`config.mk`:
```
export PLATFORM = sky130hd
export DESIGN_NAME = lut_sweep_engine
export DESIGN_NICKNAME = d
export VERILOG_FILES = /design/src/rtl/lut_sweep_pkg.sv /design/src/rtl/lut_sig_misr.sv /design/src/rtl/lut_sweep_engine.sv
export SDC_FILE = /design/constraint.sdc
export NUM_CORES = 1
export LEC_CHECK = 0
export ABC_AREA = 0
export BUFFER_PORTS_ARGS = -buffer_cell sky130_fd_sc_hd__buf_2
export CAP_MARGIN = 20
export CORE_UTILIZATION = 45
export DETAILED_ROUTE_END_ITERATION = 7
export PLACE_DENSITY_LB_ADDON = 0.15
export SLEW_MARGIN = 10
export SYNTH_ARGS = -nofsm -noshare
export SYNTH_HDL_FRONTEND = slang
export SYNTH_SLANG_ARGS = --single-unit
```
`constraint.sdc`:
```
create_clock -name clk -period 2.69 [get_ports clk]
set_input_delay 0.269 -clock clk [delete_from_list [all_inputs] [get_ports clk]]
set_output_delay 0.269 -clock clk [all_outputs]
set_load 0.03 [all_outputs]
```
`src/rtl/lut_sweep_pkg.sv`:
```
// Shared types and constants for the LUT sweep engine and its signature register.
package lut_sweep_pkg;

  typedef enum logic [1:0] {
    StIdle,
    StSweep,
    StDone
  } state_e;

  localparam int unsigned     SIG_W    = 16;
  localparam logic [SIG_W-1:0] SIG_POLY = 16'h1021;
  localparam logic [SIG_W-1:0] SIG_SEED = 16'hFFFF;

  // One MISR step for x^16+x^12+x^5+1 fed with a single serial bit.
  function automatic logic [SIG_W-1:0] misr_next(input logic [SIG_W-1:0] cur, input logic d);
    logic fb;
    fb = cur[SIG_W-1] ^ d;
    return {cur[SIG_W-2:0], 1'b0} ^ (fb ? SIG_POLY : '0);
  endfunction

endpackage

```
`src/rtl/lut_sig_misr.sv`:
```
// Serial-input signature register; seeded at sweep start, stepped once per sampled vector.
module lut_sig_misr
  import lut_sweep_pkg::*;
(
  input  logic             clk_i,
  input  logic             rst_ni,
  input  logic             seed_i,
  input  logic             en_i,
  input  logic             data_i,
  output logic [SIG_W-1:0] sig_o
);

  logic [SIG_W-1:0] sig_d, sig_q;

  always_comb begin
    sig_d = sig_q;
    if (seed_i) begin
      sig_d = SIG_SEED;
    end else if (en_i) begin
      sig_d = misr_next(sig_q, data_i);
    end
  end

  always_ff @(posedge clk_i or negedge rst_ni) begin
    if (!rst_ni) begin
      sig_q <= '0;
    end else begin
      sig_q <= sig_d;
    end
  end

  assign sig_o = sig_q;

endmodule

```
`src/rtl/lut_sweep_engine.sv`:
```
// Serially loaded N-input truth table with an exhaustive, dwell-paced input sweep.
// Signature compression is built only when LUT_SWEEP_SIG_EN is defined.
module lut_sweep_engine
  import lut_sweep_pkg::*;
#(
  parameter int unsigned N_IN  = 4,
  parameter int unsigned DWELL = 3
) (
  input  logic             clk,
  input  logic             rst_n,
  input  logic             cfg_valid,
  input  logic             cfg_bit,
  output logic             cfg_ready,
  input  logic             start,
  output logic [N_IN-1:0]  in_vec,
  output logic             f_out,
  output logic             busy,
  output logic             done,
  output logic [N_IN:0]    ones_cnt,
  output logic [SIG_W-1:0] sig
);

  localparam int unsigned    Depth   = 2 ** N_IN;
  localparam int unsigned    DwW     = (DWELL > 1) ? $clog2(DWELL) : 1;
  localparam logic [DwW-1:0] DwLast  = DwW'(DWELL - 1);
  localparam logic [N_IN-1:0] VecLast = '1;

  state_e            state_q;
  logic [Depth-1:0]  table_q;
  logic [N_IN-1:0]   vec_q;
  logic [DwW-1:0]    dwell_q;
  logic [N_IN:0]     ones_q;
  logic              busy_q;
  logic              done_q;
  logic              sample;

  // Sample point is the last dwell cycle of each vector.
  assign sample = (state_q == StSweep) && (dwell_q == DwLast);
  assign f_out  = table_q[vec_q];

  always_ff @(posedge clk or negedge rst_n) begin
    if (!rst_n) begin
      state_q <= StIdle;
      table_q <= '0;
      vec_q   <= '0;
      dwell_q <= '0;
      ones_q  <= '0;
      busy_q  <= 1'b0;
      done_q  <= 1'b0;
    end else begin
      done_q <= 1'b0;
      unique case (state_q)
        StIdle: begin
          // start takes priority; a coincident cfg bit is dropped
          if (start) begin
            state_q <= StSweep;
            busy_q  <= 1'b1;
            vec_q   <= '0;
            dwell_q <= '0;
            ones_q  <= '0;
          end else if (cfg_valid) begin
            table_q <= {cfg_bit, table_q[Depth-1:1]};
          end
        end
        StSweep: begin
          if (sample) begin
            dwell_q <= '0;
            ones_q  <= ones_q + (N_IN + 1)'(f_out);
            vec_q   <= vec_q + N_IN'(1);
            if (vec_q == VecLast) begin
              state_q <= StDone;
              busy_q  <= 1'b0;
              done_q  <= 1'b1;
            end
          end else begin
            dwell_q <= dwell_q + DwW'(1);
          end
        end
        StDone: begin
          state_q <= StIdle;
        end
        default: begin
          state_q <= StIdle;
        end
      endcase
    end
  end

  assign cfg_ready = (state_q == StIdle);
  assign in_vec    = vec_q;
  assign busy      = busy_q;
  assign done      = done_q;
  assign ones_cnt  = ones_q;

`ifdef LUT_SWEEP_SIG_EN
  logic start_go;
  assign start_go = (state_q == StIdle) && start;

  lut_sig_misr u_sig_misr (
    .clk_i  (clk),
    .rst_ni (rst_n),
    .seed_i (start_go),
    .en_i   (sample),
    .data_i (f_out),
    .sig_o  (sig)
  );
`else
  assign sig = '0;
`endif

endmodule

```
==> impl_metrics.env <==
export IMPL_cellPowerDensity_mw_per_mm2=867
export IMPL_slowest_stage="dfrtp_1"
export IMPL_cts_tree="done"
export IMPL_rsz0062_at_grt="no"
export IMPL_die_area_mm2=0.00390
export IMPL_seqCellArea_um2=776
export IMPL_vias=1015
export IMPL_grt_overflow=0
export IMPL_power_frac_clock_pct=17.0
export IMPL_worst_setup_path_type="reg -> reg"
export IMPL_netlist_instances=137
export IMPL_synth_ff_type="dfrtp_1"
export IMPL_initial_core_util_pct=48.1
export IMPL_place_hpwl_mm=1.86
export IMPL_slew_headroom_pct=53.9
export IMPL_dp_cells=194
export IMPL_worstPathMaxFanout=9
export IMPL_syn_area_per_cell_um2=12.0
export IMPL_maxCapViolCount=0
export IMPL_rrSetupSlack_ns=0.40
export IMPL_synth_edff_count=0
export IMPL_post_cts_buffers=0
export IMPL_clock_skew_ns=0.0139
export IMPL_status="complete, no violations"
export IMPL_layout_common_cells="31 x dfrtp_1, 17 x buf_2, 16 x mux2_2, 16 x conb_1, 10 x nand2_1"
export IMPL_critPathLaunch="in_vec[0]"
export IMPL_port_buffers=17
export IMPL_max_freq_mhz=436
export IMPL_hold_depth=2
export IMPL_wl_per_cell_um=13.2
export IMPL_hp_class="in -> reg"
export IMPL_instances_no_fill=203
export IMPL_required_ns=2.91
export IMPL_peakVddDrop_uv=388
export IMPL_coreArea_mm2=0.00342
export IMPL_min_delay_start="cfg_bit"
export IMPL_avgViaCountPerCell=5.00
export IMPL_antenna_found_initial=0
export IMPL_p_leak_uw=0.000856
export IMPL_cts_resized=0
export IMPL_p_switching_uw=641
export IMPL_h_tree_depth=2
export IMPL_seqPwrFrac_pct=45.9
export IMPL_ys_seq_area_share_pct=47.2
export IMPL_drcViolationCount=0
export IMPL_gp_congestion=0.759
export IMPL_rows=21
export IMPL_numClockSinks=31
export IMPL_cp_num_cells=8
export IMPL_combPwrFrac_pct=37.1
export IMPL_dp_slack_ns=0.418
export IMPL_finalCritPeriodShare_pct=85.2
export IMPL_clockRootBuffer="clkbuf_4"
export IMPL_die_y_um=62.4
export IMPL_crit_family="multiplexers"
export IMPL_setup_ws_ns=0.397
export IMPL_startpoint_type="register"
export IMPL_worst_path_buf_inv=0
export IMPL_grt_usage_pct=15.8
export IMPL_dieWidth_um=62.4
export IMPL_hold_viol_final=0
export IMPL_maxSlewViolCount=0
export IMPL_p_int_uw=883
export IMPL_antenna_left=0
export IMPL_ios=34
export IMPL_post_route_util_pct=51.4
export IMPL_yosysWarnings=0
export IMPL_clk_latency_ns=0.33
export IMPL_holdBufCountCts=1
export IMPL_grt_start_max_net_pins=32
export IMPL_cpPeakStageDelay_ns=0.58
export IMPL_cts_made_buffers=5
export IMPL_switching_share_pct=42.1
export IMPL_area_growth_syn_to_layout_pct=6.85
export IMPL_first_pass_iters=4
export IMPL_finalSetupTns_ns=0
export IMPL_postRouteWirelength_mm=2.69
export IMPL_min_period_ns=2.29
export IMPL_drt_iter0_markers=49
export IMPL_critPathCaptureType="register"
export IMPL_layout_commonest_cell="dfrtp_1"
export IMPL_syn_cell_area_mm2=0.00164
export IMPL_async_flop_share_pct=100
export IMPL_setup_violations=0
export IMPL_reg2regPathDepth=8
export IMPL_grt_pass1_vias=967
export IMPL_drive_gt1_share_pct=32.5
export IMPL_ys_types=28
export IMPL_stdcell_area_mm2=0.00176
export IMPL_path_cells="mux4_2, mux2i_1, mux2i_2, ha_1, ha_1, nand3_1, a211oi_1, mux2i_1"
export IMPL_fillers=317
export IMPL_postSynthRegisterBits=31
export IMPL_cts_path_max_buffers=2
export IMPL_worstMarginPinSlew_ns=0.691
export IMPL_multi_input_area_um2=749
export IMPL_reg2reg_from="in_vec[0]"
export IMPL_cp_data_arrival_time_ns=2.51
export IMPL_fin_nets=164
export IMPL_clk_pin_slew_ns=0.11
export IMPL_diodes=0
export IMPL_grt_pass1_wl_mm=4.65
export IMPL_place_area_mm2=0.00169
cells in the mapped netlist, drive strengths merged (2+ instances only):
cell    instances  area [um^2]
nand2          10         37.5
inv             5         18.8
nand3           4         20.0
ha              3         37.5
buf            19          148
nor2            5         18.8
nor2b           3         18.8
a21oi           2         10.0
mux2           16          180
nand2b          6         37.5
dfrtp          31          776
mux4            4         90.1
o21ai           2         10.0
clkbuf          3         12.5
mux2i          10          100
a211oi          5         37.5
cells by family (layout without fill, tap and decap cells):
kind of cell / count (synthesis) / in the layout / share of synthesized area (%)
buffers and inverters: 27 / 32 / 10.9
and+or+nand+nor: 32 / 32 / 11.3
muxes: 30 / 30 / 22.5
adders and majority gates: 3 / 3 / 2.28
DFF: 31 / 31 / 47.2
xor gates and xnor gates: 1 / 1 / 0.533
other: 1 / 16 / 0.228
AOI/OAI and AO/OA: 12 / 12 / 5.10
flip-flops by register name (all words and copies together) (netlist names):
register / count
table_q: 16
ones_cnt: 5
in_vec: 4
dwell_q: 2
state_q: 2
busy: 1
done: 1
area by class of cell:
type	count	share of cell area [%]
inverters	5	1.07
clock buffers	5	2.14
flip-flops and latches	31	44.2
well taps	46	3.28
repair buffers	19	5.84
clock inverters	3	0.855
multi-input cells	94	42.7
final timing paths:
| check | to |
|---|---|
| max | ones_cnt[4] |
| min in group asynchronous | in_vec[0] |
| max in group asynchronous | table_q[15] |
| min reg2reg | busy |
| max reg2reg | ones_cnt[4] |
| min | table_q[15] |
power by group through the flow:
stage	Sequential, uW	Combinational (uW)	Clock [uW]
final	699	565	259
after global routing	724	616	299
after CTS	701	571	273
after detailed placement	710	567	0
after global placement	705	565	0
after floorplan	794	357	0
stage by stage:
stage | total power, uW | hold slack (ns)
global route | 1640 | 0.152
global placement | 1270 | 0.350
detailed placement | 1280 | 0.362
CTS | 1540 | 0.152
floorplan | 1150 | -0.0266
finish | 1520 | 0.175
layer usage:
layer / share of wire (%) / global-route usage, %
met5: 0 / 0
met4: 1.4 / 6.98
met3: 5.1 / 5.66
met2: 46 / 24.2
met1: 48 / 20.1
No activity file was read; power rests on OpenSTA's default activity.
